## config.mk

```make
export PLATFORM = sky130hd
export DESIGN_NAME = line_tap_reader
export DESIGN_NICKNAME = d
export VERILOG_FILES = /design/src/rtl/line_tap_reader_pkg.sv /design/src/rtl/line_tap_reader_window.sv /design/src/rtl/line_tap_reader.sv
export SDC_FILE = /design/constraint.sdc
export NUM_CORES = 1
export LEC_CHECK = 0
export CORE_ASPECT_RATIO = 1.75
export CORE_MARGIN = 1.5
export CORE_UTILIZATION = 35
export DETAILED_ROUTE_END_ITERATION = 10
export PLACE_DENSITY = 0.56
export RECOVER_POWER = 100
export SLEW_MARGIN = 30
export SYNTH_ARGS = -nofsm -noshare
export SYNTH_HDL_FRONTEND = slang
export SYNTH_HIERARCHICAL = 1
export SYNTH_SLANG_ARGS = --single-unit
export TNS_END_PERCENT = 30
```

## constraint.sdc

```tcl
create_clock -name VGA_CLK -period 6.4 [get_ports VGA_CLK]
set_input_delay 0.64 -clock VGA_CLK [delete_from_list [all_inputs] [get_ports VGA_CLK]]
set_output_delay 0.64 -clock VGA_CLK [all_outputs]
set_load 0.02 [all_outputs]
```

## src/rtl/line_tap_reader_pkg.sv

```systemverilog
// Shared definitions for the line tap reader: default sizes, read FSM
// encoding and the field layout of the 2x3 output window.
package line_tap_pkg;

    localparam int DW_DEF       = 10;
    localparam int AW_DEF       = 13;
    localparam int H_ACTIVE_DEF = 640;
    localparam int RD_LAT_DEF   = 1;

    typedef enum logic [1:0] {
        ST_IDLE  = 2'd0,
        ST_WAIT  = 2'd1,
        ST_READ  = 2'd2,
        ST_DRAIN = 2'd3
    } state_t;

    // Field index inside oWIN; field f occupies bits [f*DW +: DW].
    localparam int WIN_R0C0 = 0;
    localparam int WIN_R0C1 = 1;
    localparam int WIN_R0C2 = 2;
    localparam int WIN_R1C0 = 3;
    localparam int WIN_R1C1 = 4;
    localparam int WIN_R1C2 = 5;

    // Low bit of a window field for a given pixel width.
    function automatic int win_lo(input int field, input int dw);
        return field * dw;
    endfunction

endpackage

```

## src/rtl/line_tap_reader_window.sv

```systemverilog
// Aligns issued column addresses with returning RAM data, keeps a 3-deep
// column history per row and emits the registered 2x3 window with edge
// replication at both ends of the line.
module line_tap_window
    import line_tap_pkg::*;
#(
    parameter int H_ACTIVE = H_ACTIVE_DEF,
    parameter int RD_LAT   = RD_LAT_DEF,
    parameter int DW       = DW_DEF,
    parameter int AW       = AW_DEF
) (
    input  logic            clk,
    input  logic            rst,
    input  logic            issue_valid,
    input  logic [AW-1:0]   issue_col,
    input  logic [DW-1:0]   taps0,
    input  logic [DW-1:0]   taps1,
    output logic [6*DW-1:0] win,
    output logic            win_valid,
    output logic [AW-1:0]   win_x
);

    localparam logic [AW-1:0] LAST_COL = AW'(H_ACTIVE - 1);

    logic          dv_pipe_r [RD_LAT];
    logic [AW-1:0] da_pipe_r [RD_LAT];
    logic          tap_v_s;
    logic [AW-1:0] tap_col_s;
    logic [DW-1:0] r0_s2_r, r0_s1_r, r1_s2_r, r1_s1_r;
    logic          last_r;
    logic          nv_s;
    logic [AW-1:0] nx_s;
    logic [DW-1:0] r0c0_s, r0c1_s, r0c2_s, r1c0_s, r1c1_s, r1c2_s;
    logic [6*DW-1:0] win_r;
    logic          win_valid_r;
    logic [AW-1:0] win_x_r;

    assign tap_v_s   = dv_pipe_r[RD_LAT-1];
    assign tap_col_s = da_pipe_r[RD_LAT-1];

    // Delay the issued column tag by the RAM read latency so it lines up with the taps
    always_ff @(posedge clk) begin
        if (rst) begin
            for (int i = 0; i < RD_LAT; i++) begin
                dv_pipe_r[i] <= 1'b0;
                da_pipe_r[i] <= {AW{1'b0}};
            end
        end else begin
            dv_pipe_r[0] <= issue_valid;
            da_pipe_r[0] <= issue_col;
            for (int i = 1; i < RD_LAT; i++) begin
                dv_pipe_r[i] <= dv_pipe_r[i-1];
                da_pipe_r[i] <= da_pipe_r[i-1];
            end
        end
    end

    // Next window: centre is one column behind the arriving tap; the final
    // column is emitted one cycle after its data, with the right edge replicated
    always_comb begin
        nv_s   = 1'b0;
        nx_s   = win_x_r;
        r0c0_s = win_r[WIN_R0C0*DW +: DW];
        r0c1_s = win_r[WIN_R0C1*DW +: DW];
        r0c2_s = win_r[WIN_R0C2*DW +: DW];
        r1c0_s = win_r[WIN_R1C0*DW +: DW];
        r1c1_s = win_r[WIN_R1C1*DW +: DW];
        r1c2_s = win_r[WIN_R1C2*DW +: DW];
        if (tap_v_s && (tap_col_s != {AW{1'b0}})) begin
            nv_s   = 1'b1;
            nx_s   = tap_col_s - AW'(1);
            r0c2_s = taps0;
            r0c1_s = r0_s2_r;
            r1c2_s = taps1;
            r1c1_s = r1_s2_r;
            if (tap_col_s == AW'(1)) begin
                r0c0_s = r0_s2_r;
                r1c0_s = r1_s2_r;
            end else begin
                r0c0_s = r0_s1_r;
                r1c0_s = r1_s1_r;
            end
        end else if (last_r) begin
            nv_s   = 1'b1;
            nx_s   = LAST_COL;
            r0c2_s = r0_s2_r;
            r0c1_s = r0_s2_r;
            r0c0_s = r0_s1_r;
            r1c2_s = r1_s2_r;
            r1c1_s = r1_s2_r;
            r1c0_s = r1_s1_r;
        end else begin
            nv_s = 1'b0;
        end
    end

    // Column history, last-column marker and registered window outputs
    always_ff @(posedge clk) begin
        if (rst) begin
            r0_s2_r     <= {DW{1'b0}};
            r0_s1_r     <= {DW{1'b0}};
            r1_s2_r     <= {DW{1'b0}};
            r1_s1_r     <= {DW{1'b0}};
            last_r      <= 1'b0;
            win_r       <= {(6*DW){1'b0}};
            win_valid_r <= 1'b0;
            win_x_r     <= {AW{1'b0}};
        end else begin
            last_r <= tap_v_s && (tap_col_s == LAST_COL);
            if (tap_v_s) begin
                r0_s2_r <= taps0;
                r0_s1_r <= r0_s2_r;
                r1_s2_r <= taps1;
                r1_s1_r <= r1_s2_r;
            end
            win_valid_r <= nv_s;
            win_x_r     <= nx_s;
            win_r       <= {r1c2_s, r1c1_s, r1c0_s, r0c2_s, r0c1_s, r0c0_s};
        end
    end

    assign win       = win_r;
    assign win_valid = win_valid_r;
    assign win_x     = win_x_r;

endmodule

```

## src/rtl/line_tap_reader.sv

```systemverilog
// Display-side reader of the rotating line buffer: sequences one line of
// column reads per start pulse and hands the returning taps to the window stage.
module line_tap_reader
    import line_tap_pkg::*;
#(
    parameter int H_ACTIVE = H_ACTIVE_DEF,
    parameter int RD_LAT   = RD_LAT_DEF,
    parameter int DW       = DW_DEF,
    parameter int AW       = AW_DEF
) (
    input  logic            VGA_CLK,
    input  logic            RESET,
    input  logic            iLINE_START,
    input  logic            iLINE_READY,
    output logic            oREAD_Request,
    output logic [AW-1:0]   oREAD_Cont,
    input  logic [DW-1:0]   iTAPS0,
    input  logic [DW-1:0]   iTAPS1,
    output logic [6*DW-1:0] oWIN,
    output logic            oWIN_VALID,
    output logic [AW-1:0]   oWIN_X,
    output logic            oBUSY,
    output logic            oOVERRUN
);

    localparam int DCW = (RD_LAT + 2 > 2) ? $clog2(RD_LAT + 2) : 1;
    localparam logic [AW-1:0]  LAST_COL   = AW'(H_ACTIVE - 1);
    localparam logic [DCW-1:0] DRAIN_LAST = DCW'(RD_LAT + 1);

    state_t         state_r;
    logic [AW-1:0]  cont_r;
    logic           req_r;
    logic           ovr_r;
    logic [DCW-1:0] drain_cnt_r;

    // Read sequencer: line FSM, column address, buffer request and overrun flag
    always_ff @(posedge VGA_CLK) begin
        if (RESET) begin
            state_r     <= ST_IDLE;
            cont_r      <= {AW{1'b0}};
            req_r       <= 1'b0;
            ovr_r       <= 1'b0;
            drain_cnt_r <= {DCW{1'b0}};
        end else begin
            if (iLINE_START && (state_r != ST_IDLE)) begin
                ovr_r <= 1'b1;
            end
            case (state_r)
                ST_IDLE: begin
                    if (iLINE_START) begin
                        if (iLINE_READY) begin
                            state_r <= ST_READ;
                            req_r   <= 1'b1;
                            cont_r  <= {AW{1'b0}};
                        end else begin
                            state_r <= ST_WAIT;
                        end
                    end
                end
                ST_WAIT: begin
                    if (iLINE_READY) begin
                        state_r <= ST_READ;
                        req_r   <= 1'b1;
                        cont_r  <= {AW{1'b0}};
                    end
                end
                ST_READ: begin
                    if (cont_r == LAST_COL) begin
                        state_r     <= ST_DRAIN;
                        drain_cnt_r <= {DCW{1'b0}};
                    end else begin
                        cont_r <= cont_r + AW'(1);
                    end
                end
                ST_DRAIN: begin
                    // Request stays up until the last tap has been captured
                    if (drain_cnt_r == DRAIN_LAST) begin
                        state_r <= ST_IDLE;
                        req_r   <= 1'b0;
                        cont_r  <= {AW{1'b0}};
                    end else begin
                        drain_cnt_r <= drain_cnt_r + DCW'(1);
                    end
                end
                default: begin
                    state_r <= ST_IDLE;
                    req_r   <= 1'b0;
                    cont_r  <= {AW{1'b0}};
                end
            endcase
        end
    end

    assign oREAD_Request = req_r;
    assign oREAD_Cont    = cont_r;
    assign oBUSY         = (state_r != ST_IDLE);
    assign oOVERRUN      = ovr_r;

    line_tap_window #(
        .H_ACTIVE (H_ACTIVE),
        .RD_LAT   (RD_LAT),
        .DW       (DW),
        .AW       (AW)
    ) u_window (
        .clk         (VGA_CLK),
        .rst         (RESET),
        .issue_valid (state_r == ST_READ),
        .issue_col   (cont_r),
        .taps0       (iTAPS0),
        .taps1       (iTAPS1),
        .win         (oWIN),
        .win_valid   (oWIN_VALID),
        .win_x       (oWIN_X)
    );

endmodule

```

Yosys cells after proc, flatten, opt, wreduce, memory -nomap -nowiden
Memory sizes are Yosys's and may differ from the RTL's.
Cells that the tools add are included.
{ "totals": {"wordCells": 87, "mem_bits_rw": 14, "memories": 2, "ff_bits": 134} }
{ "memory_table": {"columns": ["name", "depth", "word_bits", "rd", "rd_ports_with_merged_regs", "wr", "line_no", "rtl"], "rows": [
  ["u_window.da_pipe_r", 1, 13, 1, 0, 1, "line_tap_reader_window.sv:26", "logic [AW-1:0] da_pipe_r [RD_LAT];"],
  ["u_window.dv_pipe_r", 1, 1, 1, 0, 1, "line_tap_reader_window.sv:25", "logic dv_pipe_r [RD_LAT];"]
]} }
{ "op_classes": {"n_eq_ne": 13, "n_mux": 41, "n_addsub": 3, "n_reduce_logical": 15} }
{ "op_table": {"columns": ["operator", "n"], "rows": [
  ["10-bit two-way mux", 12],
  ["13-bit two-way mux", 7],
  ["13-bit one-hot mux with 4 select lines", 1],
  ["13-bit by 10-bit == test with 1-bit output, second input constant", 2],
  ["2-bit two-way mux", 7],
  ["13-bit by 1-bit adder with 13-bit output, second input constant", 1],
  ["13-bit by 1-bit == test with 1-bit output, second input constant", 1],
  ["13-bit nonzero test", 1],
  ["13-bit OR reduction", 1],
  ["13-bit by 1-bit subtractor with 13-bit output, second input constant", 1],
  ["2-bit != test, second input constant", 6],
  ["1-bit two-way mux", 11],
  ["3-bit AND reduction", 3],
  ["2-bit one-hot mux with 4 select lines", 1],
  ["2-bit == test, second input constant", 3],
  ["2-bit nonzero test", 3],
  ["2-bit one-hot mux with 2 select lines", 1],
  ["4-bit AND reduction", 1],
  ["1-bit logical AND", 3],
  ["1-bit one-hot mux with 3 select lines", 1],
  ["3-bit nonzero test", 1],
  ["2-bit by 1-bit adder with 2-bit output, second input constant", 1],
  ["2-bit by 1-bit == test with 1-bit output, second input constant", 1],
  ["2-bit zero test", 1],
  ["1-bit OR reduction", 1]
]} }

Longest topological paths before layout
Gate-level depths: netlist (run 1).
{ "depth": {"ltp_word": 3, "mapped_depth": 8, "depth_no_buf": 6} }

Hierarchy
Netlist (run 1), hierarchy kept.
{ "by_module_without_submodules": {"columns": ["mod", "cells_per_inst", "n_inst", "seq_area_each_um2", "area_per_inst_um2"], "rows": [
  ["line_tap_window", 542, 1, 2582.5, 5122.4],
  ["line_tap_reader", 138, 1, 380.4, 1164.9]
]} }

Worst setup path after synthesis (run 1)
No wires, ideal clock.
{ "synth_timing": {"kind": "register to register", "startpoint": "register cont_r[7], in the netlist oREAD_Cont[7]", "endpoint": "register cont_r[10], in the netlist oREAD_Cont[10]", "setup_ns": 0.117, "setup_slack_ns": 4.279, "required_ns": 6.283, "n_path_buf": 2, "stages_incl_launch_ff": 7, "t_arrival_ns": 2.003, "cell_sequence": "dfxtp_1 > clkbuf_1 > or4_4 > o41a_1 > buf_2 > and2_1 > a32o_1"} }
{ "synth_between": {"elab_chain_cells": 3} }
{ "synth_lines": {"columns": ["item", "line_no", "rtl"], "rows": [
  ["start, declared", "line_tap_reader.sv:31", "logic [AW-1:0] cont_r;"],
  ["start signal, assigned", "line_tap_reader.sv:40", "cont_r <= {AW{1'b0}};"],
  ["start signal, assigned", "line_tap_reader.sv:54", "cont_r <= {AW{1'b0}};"],
  ["start signal, assigned", "line_tap_reader.sv:64", "cont_r <= {AW{1'b0}};"],
  ["13-bit by 1-bit adder with 13-bit output or 13-bit by 10-bit == test with 1-bit output (tied branches)", "line_tap_reader.sv:72, line_tap_reader.sv:68", null],
  ["13-bit two-way mux or 2-bit != test (tied branches)", null, null],
  ["13-bit one-hot mux with 4 select lines or 3-bit AND reduction (tied branches)", null, null]
]} }
Several ways; a longest one is shown, not always the timed one. The select of a mux whose other input is x is not followed.
A chain may end at the register's enable or synchronous reset.

Worst setup path after layout (run 1)
{ "layout_timing": {"startpoint": "input port RESET", "endpoint": "register u_window.win_r[56], in the netlist u_window/win[56]"} }
{ "layout_rtl": {"columns": ["item", "line_no", "rtl"], "rows": [
  ["start, declared", "line_tap_reader.sv:12", "input logic RESET,"],
  ["end signal, assigned", "line_tap_reader_window.sv:105", "win_r <= {(6*DW){1'b0}};"],
  ["end signal, assigned", "line_tap_reader_window.sv:118", "win_r <= {r1c2_s, r1c1_s, r1c0_s, r0c2_s, r0c1_s, r0c0_s};"],
  ["end, declared", "line_tap_reader_window.sv:34", "logic [6*DW-1:0] win_r;"]
]} }
No word-level cell between the ends.

==> summary.txt, run 1 <==
CTS
  • Clock transition time at the flip-flop clock pins of the worst setup and hold paths: 60 ps
  • CTS resizes: 0
  • TritonCTS clock tree: built
  • Num CTS Buffers: 17
  • Maximum clock path buffer count: 2
  • Clk_lat worst skew: 420 ps
  • CTS Hold Buffers Added: 0
  • Clock root buffer: clkbuf_16
  • Clk sinks: 148
  • Post-CTS Setup Inserts: 0
  • H-tree depth: 4

Power and ir drop
  • Sequential Power Share: 0.435
  • Logic pwr share: 0.141
  • Internal Power: approximately 1.6 mW
  • Power, Total: 2.264 mW
  • Leak: 3.003 nW
  • VDD IR max: 171.6 uV
  • Sw frac: 0.2824
  • PwrDens: 281.0 nW/um^2
  • Psw: 0.6394 mW
  • Clock power share: 0.424

Layout
  • Antenna cell count: 0
  • Most common cell after layout, fill and taps aside: dfxtp_1
  • Layout cells sized above 1: 0.06138
  • Area Overhead vs Synth: 28.16%
  • Final net count: 803
  • Commonest non-fill, non-tap cells in the layout: dfxtp_1 (146), nor2_1 (95), dlygate4sd3_1 (90)
  • Final core occ: 0.4595

STA
  • Period utilisation layout: 0.5704
  • Post-layout min period: 3651 ps
  • Clock skew: 11.11 ps
  • Slew Limit Fails: 69
  • Final setup vio count: 0
  • Setup_tns: 0 ps
  • RSZ-0062 raised after global routing: false
  • Hold Vio Cnt, Final: 0
  • Maximum clock frequency: 273.9 MHz
  • Max-slew headroom: -1.064
  • Worst-Margin Slew: roughly 3100 ps

Place
  • Port Buffers: 113
  • Routability cong.: between 0.8 and 0.9
  • Post-DP HPWL: 11.61 mm

Critical path
  • Worst Setup Start Kind: input pin
  • Worst-path fanout max: 82
  • Critical Path RT: 6650 ps
  • Reg2reg start: u_window/da_pipe_r[0][4]
  • Crit path kind: input pin to register
  • Buf+Inv Stages, Crit Path: 2
  • CP max stage delay: 2140 ps
  • Worst R2R End: u_window/win[34]
  • WP data arrival: slightly below 4000 ps
  • Slowest CP cell: clkbuf_1
  • Worst R2R Path Depth: 4
  • CP cell instances: clkbuf_1 > buf_4 > a211oi_1
  • Worst setup EP type: register
  • Delay-heaviest family, CP: buffers and inverters
  • R2R Setup Slk: 3840 ps

Hold path
  • End of the worst hold path: u_window/win[42]
  • Tightest Hold Check Type: register to register
  • Hold_sp: u_window/win[42]
  • Cell depth of the worst min-delay path: 2

Route
  • DRC: 0
  • DR WL met2: 9.349 mm
  • DRT iter0 DRCs: 262
  • Wire length on met3: 678 um
  • Drt total wl: 17.14 mm
  • Via Count: 5304
  • Uppermost routed layer: met4
  • DRT met1 WL: 6.638 mm
  • Drt first pass iters: 4
  • WL per Instance: approximately 17 um
  • Routed Antenna Nets: 0
  • Via density: 5.236

Yosys
  • Syn Nets: 714
  • Synth Register Bits: between 100 and 150
  • Yosys cell types: between 50 and 60
  • Area share of the largest cell type after synthesis: 0.4712
  • Sequential area share after synthesis: 0.4712
  • Post-Syn Instances: 680
  • Post-synthesis cell area: 6287 um^2
  • EDFF count, synth: 0
  • Most area-hungry cell type in the Yosys netlist: dfxtp_1
  • Syn avg cell area: 9.246 um^2
  • Ys flop type: dfxtp_1
  • Largest cells by area after synthesis: dfxtp_1 (47%), mux2i_1 (9.9%), nor2_1 (5.7%)
  • Yosys warning count: 6
  • Post-synth ARST share: 0

Floorplanning
  • Die area: roughly 19000 um^2
  • Initial core utilization: 0.3585
  • I/O Pins: 114
  • Die Width: 104.3 um
  • Row count: 64
  • Core Area: 17540 um^2
  • Chip Height: 180.3 um

Global route
  • Remaining global-route overflow: 0
  • Largest net degree at the start of global routing: 83
  • Tot GR Track Use: 0.1834
  • Initial antenna violation count: 0
  • First-pass GRT wire length: roughly 28 mm
  • Vias in the first global route: 5320

Flow run
  • Max-Cap Viols: 1

Outcome
  • Violated checks: capacitance limit, slew limit
  • Status: finished with violations
[layout make-up]
cell class              instances  area [um^2]
repair buffers                120         1197
clock buffers                  17        425.4
well taps                     231        289.0
clock inverters                15        146.4
fillers                      1691         9479
multi-input cells             471         2993
inverters                      11        41.29
flip-flops and latches        148         2965
[flip-flops by register name, summed over array words and instances, names as in the netlist]
register and cells:
u_window/r0_s2_r 10, u_window/da_pipe_r 13, oREAD_Cont 13, oREAD_Request 1
state_r 2, u_window/r1_s2_r 10, drain_cnt_r 2, oOVERRUN 1
u_window/win_valid 1, u_window/win_x 13, u_window/r0_s1_r 10, u_window/r1_s1_r 10
u_window/win 60, u_window/dv_pipe_r 1, u_window/last_r 1
[per-stage QoR]
stage,cells,hold slack [ps],worst slack (ps),area [um^2]
2_1_floorplan,680,436.4,4279,6287
3_3_place_gp,979,442.3,3639,7545
3_5_place_dp,979,447.7,3561,7545
4_1_cts,1011,457.0,3500,8117
5_1_grt,1013,467.9,2388,8058
6_report,1013,452.1,2749,8058
[layer usage]
metal / track usage / vias up
li1: - / 2611
met1: 0.1891 / 2518
met2: 0.3521 / 146
met3: 0.03146 / 29
met4: 0.08500 / 0
met5: 0 / -
[logic make-up (layout without fill, tap and decap cells)]
group,count (synthesis),count (layout),synth area share
compound gates,145,145,0.1755
xor+xnor,7,7,0.009751
fa+ha+maj,10,10,0.01990
buf+inv,61,163,0.04139
flops,148,148,0.4712
mux,62,62,0.09871
simple gates,247,247,0.1835
[synthesized netlist by cell type, drive strengths merged (2+ instances only)]
master,n
or4b,2
o31ai,7
inv,11
buf,13
or2,2
nor3,16
nand4,6
nand3,10
a21oi,50
nor2,95
or3,3
a211oi,51
dfxtp,148
nor4b,4
ha,10
a311oi,5
xnor2,6
o41a,4
a41oi,3
a32o,5
clkbuf,37
mux2i,62
a31oi,5
or4,7
nand2b,6
and3,5
nand2,65
o21ai,6
nor4,4
nor2b,16
[tightest hold or removal path, cell delays in order (launching register included)]
cell and delay [ps]:
dfxtp_1 310, nand2_1 50, a21oi_1 50
[power groups by stage]
stage                     clock network (mW)  registers, mW  logic [mW]
after global routing                    1.02          0.990       0.348
after floorplan                            0           1.00       0.221
after detailed placement                   0           1.01       0.326
after global placement                     0           1.00       0.317
final                                  0.960          0.986       0.318
after CTS                              0.983          0.986       0.328
[worst max path at each step]
stage                                         from                to  slack (ps)  cells past startpoint
final                                        RESET  u_window/win[56]        2750                      3
after CTS                 u_window/da_pipe_r[0][4]  u_window/win[34]        3500                      4
after global placement    u_window/da_pipe_r[0][4]  u_window/win[35]        3640                      4
after detailed placement  u_window/da_pipe_r[0][4]   u_window/win[6]        3560                      4
after global routing                         RESET  u_window/win[17]        2390                      3
after floorplan                      oREAD_Cont[7]    oREAD_Cont[10]        4280                      6
Note: power is estimated with default switching activity, not from simulation.
==> inputs of run 2 (changes only) <==
--- a/config.mk
+++ b/config.mk
@@ -9,7 +9,7 @@
 export CORE_MARGIN = 1.5
 export CORE_UTILIZATION = 35
 export DETAILED_ROUTE_END_ITERATION = 10
-export PLACE_DENSITY = 0.56
+export PLACE_DENSITY = 0.58
 export RECOVER_POWER = 100
 export SLEW_MARGIN = 30
 export SYNTH_ARGS = -nofsm -noshare
==> constraint.sdc (replaced) <==
create_clock -name VGA_CLK -period 3.1 [get_ports VGA_CLK]
set_input_delay 0.31 -clock VGA_CLK [delete_from_list [all_inputs] [get_ports VGA_CLK]]
set_output_delay 0.31 -clock VGA_CLK [all_outputs]
set_load 0.02 [all_outputs]
==> run 2 against run 1 <==
  * The run still ends with capacitance limit, slew limit left
  * Flip-flop and latch count unchanged
  * Clock power is 110% higher
  * First-iteration DRC count is 23% lower
  * Critical path depth is 5 higher
  * Clock-buffer cell count increased by 1
  * Critical path type is now register to register
==> summary.txt, run 2 (same netlist as run 1, synthesis figures left out) <==
Floorplanning
  • Die Width: 104.3 um (unchanged)
  • Initial core utilization: 0.3585 (unchanged)
  • Core Area: 17540 um^2 (unchanged)
  • I/O Pins: 114 (unchanged)
  • Row count: 64 (unchanged)
  • Die area: 18810 um^2 (unchanged)
  • Chip Height: 180.3 um (unchanged)

Global route
  • Tot GR Track Use: 0.1803 (-0.003082)
  • Remaining global-route overflow: 0 (unchanged)
  • First-pass GRT wire length: 27.22 mm (-1.1%)
  • Vias in the first global route: 5328 (+0.15%)
  • Initial antenna violation count: 0 (unchanged)
  • Largest net degree at the start of global routing: 74 (-11%)

STA
  • Clock skew: 13.12 ps (+2.014 ps)
  • Max-slew headroom: -0.07919 (+0.9847)
  • Min Hold Slack: 445.2 ps (-6.824 ps)
  • Maximum clock frequency: 395.3 MHz
  • Slew Limit Fails: 74 (+7.2%)
  • Post-layout min period: 2529 ps
  • Hold Vio Cnt, Final: 0 (unchanged)
  • Worst-Margin Slew: 1619 ps (-1477 ps)
  • RSZ-0062 raised after global routing: false
  • Period utilisation layout: 0.8160
  • Final WS setup: 570.5 ps (-2179 ps)
  • Final setup vio count: 0 (unchanged)
  • Setup_tns: 0 ps (unchanged)

Layout
  • Number of fill cells: 1665 (-1.5%)
  • Final net count: 811 (+1.0%)
  • Area Overhead vs Synth: 29.05%
  • Most common cell after layout, fill and taps aside: dfxtp_1
  • Final Non-Filler Cells: 1021 (+0.79%)
  • Commonest non-fill, non-tap cells in the layout: dfxtp_1 (146), nor2_1 (95), dlygate4sd3_1 (90)
  • Layout cells sized above 1: 0.07595 (+0.01457)
  • Final instance area: 8114 um^2 (+0.70%)
  • Final core occ: 0.4627 (+0.003211)
  • Max reg flops: 60 (unchanged)
  • Antenna cell count: 0 (unchanged)

Route
  • Drt first pass iters: 4 (unchanged)
  • Via density: 5.271 (+0.68%)
  • WL per Instance: 16.45 um (-2.8%)
  • DRT iter0 DRCs: 201 (-23%)
  • Routed Antenna Nets: 0 (unchanged)
  • DRC: 0 (unchanged)
  • Via Count: 5382 (+1.5%)
  • Drt total wl: 16.80 mm (-2.0%)

Power and ir drop
  • Power, Total: 4.674 mW (+110%)
  • Leak: 3.026 nW (+0.78%)
  • VDD IR max: 334.2 uV (+95%)
  • PwrDens: 576.1 nW/um^2 (+110%)

Hold path
  • Cell depth of the worst min-delay path: 2 (unchanged)
  • Tightest Hold Check Type: register to register

CTS
  • TritonCTS clock tree: built
  • Clock root buffer: clkbuf_16
  • Post-CTS Setup Inserts: 0 (unchanged)
  • Clock transition time at the flip-flop clock pins of the worst setup and hold paths: 60 ps (about the same)
  • CTS resizes: 0 (unchanged)
  • Num CTS Buffers: 17 (unchanged)
  • Clk sinks: 148 (unchanged)
  • Clk_lat worst skew: 420 ps (about the same)
  • Maximum clock path buffer count: 2 (unchanged)
  • CTS Hold Buffers Added: 0 (unchanged)
  • H-tree depth: 4 (unchanged)

Place
  • Routability cong.: 0.8340 (+3.3%)
  • Placed cells: 989 (+1.0%)
  • Placed cell area: 7632 um^2 (+1.2%)
  • Placement Setup Slack: 654.0 ps (-2907 ps)
  • Post-DP HPWL: 11.78 mm (+1.5%)
  • Port Buffers: 113 (unchanged)

Critical path
  • WP data arrival: 2850 ps (-1050 ps)
  • Worst R2R Path Depth: 8 (+4)
  • Crit path kind: register to register
  • Worst setup EP type: register
  • Worst-path fanout max: 23 (-72%)
  • Worst Setup Start Kind: register
  • Critical Path RT: 3420 ps (-3230 ps)

Outcome
  • Status: finished with violations
  • Violated checks: capacitance limit, slew limit

Flow run
  • Max-Cap Viols: 1 (unchanged)
-- run 2: changes by cell type in the layout (fill, tap and decap cells not counted), moves of 2 or more --
cell	previous run	this run
a211oi_1	50	43
a211oi_2	1	8
buf_4	6	10
clkbuf_2	0	3
clkbuf_1	1	3
-- run 2: layout make-up --
cell class | instances | area [um^2] | area share
tap | 231 | 289.0 | 0.03562
clock buffer | 18 | 429.2 | 0.05289
inverter | 11 | 41.29 | 0.005089
multi-input combinational | 471 | 3009 | 0.3709
timing repair buffer | 128 | 1239 | 0.1527
sequential | 148 | 2965 | 0.3655
clock inverter | 14 | 141.4 | 0.01742
-- run 2: power breakdown --
part | leakage [nW] | switching, mW | internal, mW
clock network | 0.278 | 0.859 | 1.13
registers | 1.19 | 0.0657 | 1.96
logic | 1.55 | 0.391 | 0.264
total | 3.03 | 1.32 | 3.36
-- run 2: routing by layer --
layer  global-route usage  up-vias  wire length, um  part of all wire
met5                    0        -                0                 0
met4              0.06611        0              302             0.018
met3              0.03472       23              622             0.037
met2               0.3347      149             8974              0.53
met1               0.2005     2586             6896              0.41
li1                     -     2624                -                 -
-- run 2: final timing paths --
path	startpoint	end	slack, ps
setup reg to reg	u_window/da_pipe_r[0][0]	u_window/win[6]	570
hold / removal	u_window/win[10]	u_window/win[10]	450
setup / recovery	u_window/da_pipe_r[0][0]	u_window/win[6]	570
hold reg to reg	u_window/win[10]	u_window/win[10]	450
-- run 2: critical path: stages, from the launching register on --
cell and delay (ps):
dfxtp_1 430, inv_1 70, ha_1 240, nor3b_1 150
clkbuf_1 190, a41oi_4 620, clkbuf_1 430, nor2_1 90
a211oi_1 210
